File: config.mk
export PLATFORM = sky130hd
export DESIGN_NAME = wb_pipelined_cmd_bridge
export DESIGN_NICKNAME = d
export VERILOG_FILES = /design/src/rtl/wb_bridge_pkg.sv /design/src/rtl/wb_bridge_txn_fifo.sv /design/src/rtl/wb_pipelined_cmd_bridge.sv
export SDC_FILE = /design/constraint.sdc
export NUM_CORES = 1
export LEC_CHECK = 0
export BUFFER_PORTS_ARGS = -buffer_cell sky130_fd_sc_hd__buf_2
export CAP_MARGIN = 20
export CORE_MARGIN = 3
export CORE_UTILIZATION = 53
export DETAILED_ROUTE_END_ITERATION = 10
export GPL_TIMING_DRIVEN = 1
export PLACE_DENSITY = 0.88
export SLEW_MARGIN = 20
export SYNTH_ARGS = -nofsm -noshare
export SYNTH_HDL_FRONTEND = slang
export SYNTH_SLANG_ARGS = --single-unit
File: constraint.sdc
create_clock -name clk -period 3.7 [get_ports clk]
set_input_delay 0.555 -clock clk [delete_from_list [all_inputs] [get_ports clk]]
set_output_delay 0.555 -clock clk [all_outputs]
set_load 0.01 [all_outputs]
File: src/rtl/wb_bridge_pkg.sv
// Shared opcodes, response codes and FSM states for the WB command bridge.
package wb_bridge_pkg;

  localparam int OP_W  = 2;
  localparam int RSP_W = 2;

  typedef enum logic [OP_W-1:0] {
    OP_SETADDR = 2'b00,
    OP_WRITE   = 2'b01,
    OP_READ    = 2'b10,
    OP_SETSEL  = 2'b11
  } op_e;

  typedef enum logic [RSP_W-1:0] {
    RSP_OK  = 2'b00,
    RSP_RD  = 2'b01,
    RSP_WR  = 2'b10,
    RSP_ERR = 2'b11
  } rsp_e;

  typedef enum logic [1:0] {
    IDLE  = 2'd0,
    BUS   = 2'd1,
    ABORT = 2'd2
  } state_e;

endpackage

File: src/rtl/wb_bridge_txn_fifo.sv
// In-flight transaction FIFO ({we,addr}) with same-cycle push/pop and flush.
module wb_bridge_txn_fifo #(
  parameter int W     = 11,
  parameter int DEPTH = 4,
  localparam int PW   = $clog2(DEPTH),
  localparam int CW   = $clog2(DEPTH) + 1
) (
  input  logic          clk,
  input  logic          reset,
  input  logic          push_i,
  input  logic [W-1:0]  din_i,
  input  logic          pop_i,
  input  logic          flush_i,
  output logic [W-1:0]  dout_o,
  output logic          full_o,
  output logic          empty_o,
  output logic [CW-1:0] count_o
);

  logic [W-1:0]  mem_q [DEPTH];
  logic [PW-1:0] wr_q, rd_q;
  logic [CW-1:0] cnt_q;
  logic          push, pop;

  assign full_o  = (cnt_q == CW'(DEPTH));
  assign empty_o = (cnt_q == '0);
  assign count_o = cnt_q;
  assign dout_o  = mem_q[rd_q];
  assign pop     = pop_i && !empty_o;
  assign push    = push_i && (!full_o || pop);

  always_ff @(posedge clk) begin
    if (push) mem_q[wr_q] <= din_i;
  end

  always_ff @(posedge clk) begin
    if (reset || flush_i) begin
      wr_q  <= '0;
      rd_q  <= '0;
      cnt_q <= '0;
    end else begin
      if (push) wr_q <= wr_q + 1'b1;
      if (pop)  rd_q <= rd_q + 1'b1;
      cnt_q <= cnt_q + CW'(push) - CW'(pop);
    end
  end

endmodule

File: src/rtl/wb_pipelined_cmd_bridge.sv
// Host command to pipelined Wishbone master bridge, DEPTH outstanding.
// Optional ack watchdog: define WB_BRIDGE_TIMEOUT_EN.
module wb_pipelined_cmd_bridge
  import wb_bridge_pkg::*;
#(
  parameter int DW    = 32,
  parameter int AW    = 10,
  parameter int DEPTH = 4,
  parameter int TMO   = 255,
  localparam int SW   = DW / 8
) (
  input  logic          clk,
  input  logic          reset,
  input  logic          cmd_stb,
  input  logic [DW+1:0] cmd_word,
  output logic          cmd_busy,
  output logic          rsp_stb,
  output logic [DW+1:0] rsp_word,
  output logic          wb_cyc,
  output logic          wb_stb,
  output logic          wb_we,
  output logic [AW-1:0] wb_addr,
  output logic [DW-1:0] wb_data_output,
  output logic [SW-1:0] wb_sel,
  input  logic          wb_ack,
  input  logic          wb_stall,
  input  logic          wb_err,
  input  logic [DW-1:0] wb_data
);

  localparam int CW = $clog2(DEPTH) + 1;

  state_e        state_q, state_d;
  logic [AW-1:0] addr_q, addr_d;
  logic          inc_q, inc_d;
  logic [SW-1:0] sel_q, sel_d;
  logic          cyc_q, cyc_d, stb_q, stb_d, we_q, we_d;
  logic [AW-1:0] waddr_q, waddr_d;
  logic [DW-1:0] wdat_q, wdat_d;
  logic [SW-1:0] wsel_q, wsel_d;
  logic          rsp_stb_q, rsp_stb_d;
  logic [DW+1:0] rsp_word_q, rsp_word_d;

  op_e           op;
  logic [DW-1:0] pl;
  logic          is_bus, in_bus, issue, abort, tmo_hit;
  logic          ack_ok, acc, push, pop;
  logic [AW:0]   f_dout;
  logic          f_full, f_empty;
  logic [CW-1:0] f_cnt, cnt_nx;
  logic [AW-1:0] oldest;
  logic [DW-1:0] ab_data;

  assign op     = op_e'(cmd_word[DW+1:DW]);
  assign pl     = cmd_word[DW-1:0];
  assign is_bus = (op == OP_WRITE) || (op == OP_READ);
  assign in_bus = (state_q == BUS);
  assign issue  = stb_q && !wb_stall;
  assign abort  = in_bus && (wb_err || tmo_hit);
  assign ack_ok = in_bus && wb_ack && !f_empty && !abort;
  assign push   = issue && !abort;
  assign pop    = ack_ok;
  assign cnt_nx = f_cnt + CW'(push) - CW'(pop);
  assign oldest = f_empty ? waddr_q : f_dout[AW-1:0];

  // Pending strobe counts toward DEPTH; cfg ops wait out an ack response.
  assign cmd_busy = (state_q == ABORT)
                  || (stb_q && wb_stall)
                  || f_full
                  || (stb_q && f_cnt == CW'(DEPTH - 1))
                  || abort
                  || (!is_bus && ack_ok);
  assign acc = cmd_stb && !cmd_busy;

`ifdef WB_BRIDGE_TIMEOUT_EN
  localparam int TW = $clog2(TMO + 1);
  logic [TW-1:0] tmo_q, tmo_d;
  logic          tmo_run;

  assign tmo_run = in_bus && (f_cnt != '0) && !issue && !wb_ack;
  assign tmo_hit = tmo_run && (tmo_q == TW'(TMO - 1));

  always_comb begin
    tmo_d = '0;
    if (tmo_run) tmo_d = tmo_q + 1'b1;
  end

  always_ff @(posedge clk) begin
    if (reset) tmo_q <= '0;
    else       tmo_q <= tmo_d;
  end
`else
  assign tmo_hit = 1'b0;
`endif

  wb_bridge_txn_fifo #(
    .W     (AW + 1),
    .DEPTH (DEPTH)
  ) u_fifo (
    .clk     (clk),
    .reset   (reset),
    .push_i  (push),
    .din_i   ({we_q, waddr_q}),
    .pop_i   (pop),
    .flush_i (abort),
    .dout_o  (f_dout),
    .full_o  (f_full),
    .empty_o (f_empty),
    .count_o (f_cnt)
  );

  always_comb begin
    ab_data = DW'(oldest);
    if (tmo_hit) ab_data[DW-1] = 1'b1;
  end

  always_comb begin
    state_d    = state_q;
    addr_d     = addr_q;
    inc_d      = inc_q;
    sel_d      = sel_q;
    stb_d      = stb_q;
    we_d       = we_q;
    waddr_d    = waddr_q;
    wdat_d     = wdat_q;
    wsel_d     = wsel_q;
    rsp_stb_d  = 1'b0;
    rsp_word_d = rsp_word_q;

    if (issue) stb_d = 1'b0;

    if (acc) begin
      unique case (op)
        OP_SETADDR: begin
          addr_d     = pl[AW-1:0];
          inc_d      = pl[AW];
          rsp_stb_d  = 1'b1;
          rsp_word_d = {RSP_OK, DW'(pl[AW-1:0])};
        end
        OP_SETSEL: begin
          sel_d      = pl[SW-1:0];
          rsp_stb_d  = 1'b1;
          rsp_word_d = {RSP_OK, DW'(pl[SW-1:0])};
        end
        OP_WRITE, OP_READ: begin
          stb_d   = 1'b1;
          we_d    = (op == OP_WRITE);
          waddr_d = addr_q;
          wdat_d  = pl;
          wsel_d  = sel_q;
          if (inc_q) addr_d = addr_q + 1'b1;
        end
      endcase
    end

    if (ack_ok) begin
      rsp_stb_d  = 1'b1;
      rsp_word_d = f_dout[AW] ? {RSP_WR, DW'(f_dout[AW-1:0])}
                              : {RSP_RD, wb_data};
    end

    unique case (state_q)
      IDLE: if (acc && is_bus) state_d = BUS;
      BUS: begin
        if (abort) begin
          state_d    = ABORT;
          stb_d      = 1'b0;
          rsp_stb_d  = 1'b1;
          rsp_word_d = {RSP_ERR, ab_data};
        end else if (cnt_nx == '0 && !stb_d) begin
          state_d = IDLE;
        end
      end
      ABORT: state_d = IDLE;
      default: state_d = IDLE;
    endcase

    cyc_d = (state_d == BUS);
  end

  always_ff @(posedge clk) begin
    if (reset) begin
      state_q    <= IDLE;
      addr_q     <= '0;
      inc_q      <= 1'b0;
      sel_q      <= '0;
      cyc_q      <= 1'b0;
      stb_q      <= 1'b0;
      we_q       <= 1'b0;
      waddr_q    <= '0;
      wdat_q     <= '0;
      wsel_q     <= '0;
      rsp_stb_q  <= 1'b0;
      rsp_word_q <= '0;
    end else begin
      state_q    <= state_d;
      addr_q     <= addr_d;
      inc_q      <= inc_d;
      sel_q      <= sel_d;
      cyc_q      <= cyc_d;
      stb_q      <= stb_d;
      we_q       <= we_d;
      waddr_q    <= waddr_d;
      wdat_q     <= wdat_d;
      wsel_q     <= wsel_d;
      rsp_stb_q  <= rsp_stb_d;
      rsp_word_q <= rsp_word_d;
    end
  end

  assign wb_cyc         = cyc_q;
  assign wb_stb         = stb_q;
  assign wb_we          = we_q;
  assign wb_addr        = waddr_q;
  assign wb_data_output = wdat_q;
  assign wb_sel         = wsel_q;
  assign rsp_stb        = rsp_stb_q;
  assign rsp_word       = rsp_word_q;

endmodule
Yosys cells after proc, flatten, opt, wreduce, memory -nomap -nowiden
Memories as Yosys holds them, arrays and structs flattened. A register that Yosys moved wholly into a read port is not among the register bits.
Cells that the tools add are included.

cells by class
  mux-type cells = 27
  reduce and logical (&&, ||, !) cells = 40
  equal/unequal tests = 9
  $add $sub $neg = 7

operators by type and width
  cell                                                             number
  34-bit two-way mux                                               5
  34-bit one-hot mux with 2 select lines                           1
  10-bit two-way mux                                               2
  10-bit one-hot mux with 2 select lines                           1
  1-bit logical AND                                                14
  1-bit two-way mux                                                12
  10-bit by 1-bit adder with 10-bit output, second input constant  1
  2-bit two-way mux                                                5
  1-bit logical OR                                                 8
  1-bit logical NOT                                                7
  3-bit by 1-bit adder with 3-bit output                           2
  2-bit by 1-bit == test with 1-bit output, second input constant  3
  2-bit == test, second input constant                             3
  3-bit logical NOT                                                2
  2-bit AND reduction                                              3
  3-bit by 1-bit subtractor with 3-bit output                      2
  2-bit by 1-bit adder with 2-bit output, second input constant    2
  2-bit logical NOT                                                2
  2-bit one-hot mux with 2 select lines                            1
  2-bit OR reduction                                               2
  3-bit by 2-bit == test with 1-bit output, second input constant  1
  3-bit == test, second input constant                             1
  3-bit AND reduction                                              1
  2-bit != test, second input constant                             1
  2-bit nonzero test                                               1

storage, ports and cells
  output and inout port bits = 85
  memories kept = 1
  bits in registers = 108
  bits in writable memories = 44
  input port bits = 72
  logic and storage cells = 99

memories
  memory        depth  bits a word  rd ports  clocked after Yosys merged registers in  wr ports  line                      source
  u_fifo.mem_q  4      11           1         1                                        1         wb_bridge_txn_fifo.sv:20  logic [W-1:0] mem_q [DEPTH];

Longest topological paths before layout
  depth after elaboration = 15
  mapped depth = 12
  depth with buffers taken out = 11

Cells and area by module
A second synthesis with hierarchy kept.

second synthesis, totals
  cell total of the unflattened synthesis = 620
  area, all modules = 6348.6 um2

by module, submodules not included
  module                   area an instance (um2)  cells an instance  sequential area each (um2)  times used
  wb_pipelined_cmd_bridge  4279.1                  513                2021.9                      1
  wb_bridge_txn_fifo       2069.5                  107                1501.4                      1

Least setup slack after synthesis
OpenSTA, ideal clock, no wires.

  path kind = reg-to-reg
  start point = register u_fifo.cnt_q[1], in the netlist u_fifo.count_o[1]
  end point = register state_q[0]
  clock period less this slack = 2634 ps
  cell stages (with the launch flop) = 13
  data arrival time = 2503 ps
  data required time = 3569 ps
  library setup time = 131 ps
  path buffers = 1
  setup slack = 1066 ps
  cells stage by stage = dfxtp_1 > or3_1 > nand2b_2 > clkbuf_1 > inv_1 > ha_1 > inv_1 > ha_1 > fa_1 > xor2_1 > nand3_1 > a21oi_1 > nor3_1

on the way
  longest elaborated chain between the ends = 14
  elaborated cells between the ends (all ways) = 25
  those cells by class = 2 x add/sub; 2 x eq/ne; 5 x mux; 16 x reduce/logical

RTL lines
  element                                                                                          line                            source
  start, declared                                                                                  wb_bridge_txn_fifo.sv:22        logic [CW-1:0] cnt_q;
  start signal, assigned                                                                           wb_bridge_txn_fifo.sv:44        cnt_q <= cnt_q + CW'(push) - CW'(pop);
  parallel branches: the longest is 13 deep, another holds 3-bit by 1-bit adder with 3-bit output  --
  2-bit one-hot mux with 2 select lines *                                                          wb_pipelined_cmd_bridge.sv:162  unique case (state_q)
  end signal, assigned                                                                             wb_pipelined_cmd_bridge.sv:196  state_q <= state_d;
  end, declared                                                                                    wb_pipelined_cmd_bridge.sv:33   state_e state_q, state_d;

Every way passes the cells marked *.
A chain may end at the register's enable or synchronous reset.

Final worst setup path
Same ends and word-level chain as after synthesis.

==> run metrics <==
status complete, no violations; Root Driver clkbuf_16; post-route antenna net violation count 0; synthesized area per cell 9.98 sq um; synth unique cells 54; register-to-register setup slack 760 ps; top area cells in the synthesized netlist dfxtp_1 35%, edfxtp_1 21%, nand2_1 7.4%, a21oi_1 6.4%, mux4_2 3.9%; synth-to-layout area growth 24.4%; Worst Max-Slew Pin Slew about 820 ps; vias in the first global route between 4000 and 5000; routed wire length between 15000 and 20000 um; CTS tree built; Synth Flop Type dfxtp_1; Post-Syn Instances 638; count leader, synth nand2_1; commonest cells in the netlist 125 x nand2_1, 110 x dfxtp_1, 82 x a21oi_1; Hold Path Depth 3; maximum clock frequency 341 MHz; global-route wire length before repair 24200 um; fin crit share 0.794; Clock transition at path regs roughly 60 ps; Slew HR 0.452; DP Wirelength between 10000 and 15000 um; reg2reg start u_fifo.count_o[1]$_SDFF_PP0_; DRT Pass-1 Iters 5; Residual DRC 0; worst-skew pair later-pin latency 420 ps; Rows 39; asr flop ratio synth 0; critical path endpoint category flop; RR Endpoint state_q[0]$_SDFF_PP0_; Yosys warnings 0; CTS sink count 154; CTS Hold Buffers Added 0; CTS Buf Count 17; EDFF count, synth 44; starting density of the core 0.550; worst-case clock buffer depth 2; largest net degree at the start of global routing between 80 and 90; # resized after CTS 0; setup TNS 0 ps; Layout Skew 6.58 ps; post-CTS repair timing setup buffer count 0; fin. max-slew vios 0; CP Max Fanout 14; Worst Setup Path Type reg -> reg; Tot GR Track Use 0.234; max cap viols 0; proportion of layout cells with a drive suffix above 1 0.287; Yosys top cell by area dfxtp_1; gr ovfl total 0; Synthesized Nets 724; Hold Crit Start cmd_word[29]; NumNets Final 868; die height between 100 and 150 um; Post-Syn Area 6360 sq um; H-tree depth 4; Worst Hold Path EP wb_data_output[29]$_SDFFE_PP0P_; hold crit path type in -> reg; Worst Setup Start Kind flop; final setup vio count 0; Ports 157; post-layout min period around 3000 ps; Die Footprint 13400 sq um; initial antenna violation count 0; Die Wd about 120 um; vias approximately 5200; Port Buffers 156; cells on worst reg2reg path 11; routability cong. 0.889; RSZ-0062 raised after global routing no; Hold Fails Final Rpt 0; DRT iter0 DRCs 496; Via density 5.60; core area between 10000 and 15000 sq um; post-synthesis sequential area ratio 0.554; drt wl/cell 16.4 um; Worst Path Required 3970 ps; Pleak 0.00316 uW; synthesized flop and latch total roughly 150; worst vdd ir 0.316 mV; Power Density 513 nW/um^2; n_diodes 0; hold slack 368 ps; Critical Path AT between 3000 and 4000 ps; post-synth top area share 0.346
==> layout make-up <==
type,count,area [sq um]
clock inverters,9,155
repair buffers,165,861
inverters,15,56.3
flip-flops and latches,154,3520
clock buffers,23,510
well taps,143,179
fillers,847,3650
multi-input cells,429,2630
==> per-stage QoR <==
| stage | std cells | setup WS (ps) | utilization | total power, uW | cell area (sq um) |
|---|---|---|---|---|---|
| 6_report | 938 | 764 | 0.685 | 4060 | 7920 |
| 3_3_place_gp | 906 | 895 | 0.627 | 2180 | 7250 |
| 2_1_floorplan | 638 | 1070 | - | 2050 | 6360 |
| 3_5_place_dp | 906 | 801 | 0.627 | 2190 | 7250 |
| 4_1_cts | 938 | 781 | 0.685 | 4080 | 7920 |
| 5_1_grt | 938 | 565 | 0.685 | 4200 | 7920 |
==> how the worst max path moves through the flow <==
stage	slack, ps	cells past startpoint	endpoint	from
6_report	760	11	state_q[0]$_SDFF_PP0_	u_fifo.count_o[1]$_SDFF_PP0_
5_1_grt	560	11	wb_cyc$_SDFF_PP0_	u_fifo.count_o[1]$_SDFF_PP0_
4_1_cts	780	11	state_q[0]$_SDFF_PP0_	u_fifo.count_o[1]$_SDFF_PP0_
3_5_place_dp	800	11	state_q[0]$_SDFF_PP0_	u_fifo.count_o[1]$_SDFF_PP0_
3_3_place_gp	890	11	wb_cyc$_SDFF_PP0_	u_fifo.count_o[1]$_SDFF_PP0_
2_1_floorplan	1070	12	state_q[0]$_SDFF_PP0_	u_fifo.count_o[1]$_SDFF_PP0_
==> power by group <==
part           leakage [uW]  internal (uW)  switching, uW
Combinational       0.00157            134            216
Sequential          0.00126           1780           30.6
Clock              0.000320           1250            660
Total               0.00316           3150            907
==> logic make-up (layout without fill, tap and decap cells) <==
group	count (synthesis)	in the layout	synth area share
and+or+nand+nor	232	232	0.167
DFF	154	154	0.554
AOI/OAI and AO/OA	149	149	0.139
buffers and inverters	55	212	0.0346
muxes	28	28	0.0676
adders and majority gates	14	14	0.0299
xor gates and xnor gates	6	6	0.00826
==> sequential cells by signal, indices dropped and copies added, names as in the netlist, named ones only <==
| register | flops |
|---|---|
| inc_q | 1 |
| u_fifo.wr_q | 2 |
| sel_q | 4 |
| u_fifo.mem_q | 44 |
| u_fifo.rd_q | 2 |
| u_fifo.count_o | 3 |
| addr_q | 10 |
| wb_addr | 10 |
| rsp_stb | 1 |
| wb_we | 1 |
| wb_cyc | 1 |
| wb_stb | 1 |
| wb_sel | 4 |
| state_q | 2 |
| rsp_word | 34 |
| wb_data_output | 32 |
==> worst max-delay path: stages, from the launching register on <==
cell and delay [ps]:
dfxtp_1 400, or3_1 590, nand2b_2 320, inv_1 80, ha_1 270, inv_1 40, ha_1 190, fa_1 440
nor2_1 110, nand3_1 70, a21oi_1 200, nor3_1 70
==> layout by cell type, fill, tap and decap left out, types with 14 or more instances in the layout <==
cell type / n
a22oi_1: 22
a21oi_1: 82
edfxtp_1: 44
o21ai_0: 18
nand3_1: 19
dfxtp_1: 110
inv_1: 14
buf_2: 156
nor2_1: 48
clkbuf_16: 19
nand2_1: 125
==> per-layer routing <==
metal / vias up / share of wire / global-route usage
met5: - / 0 / 0
met4: 0 / 0.021 / 0.0931
met3: 22 / 0.077 / 0.0658
met2: 212 / 0.48 / 0.372
met1: 2479 / 0.42 / 0.306
li1: 2536 / - / -
Note: power is estimated with default switching activity, not from simulation.
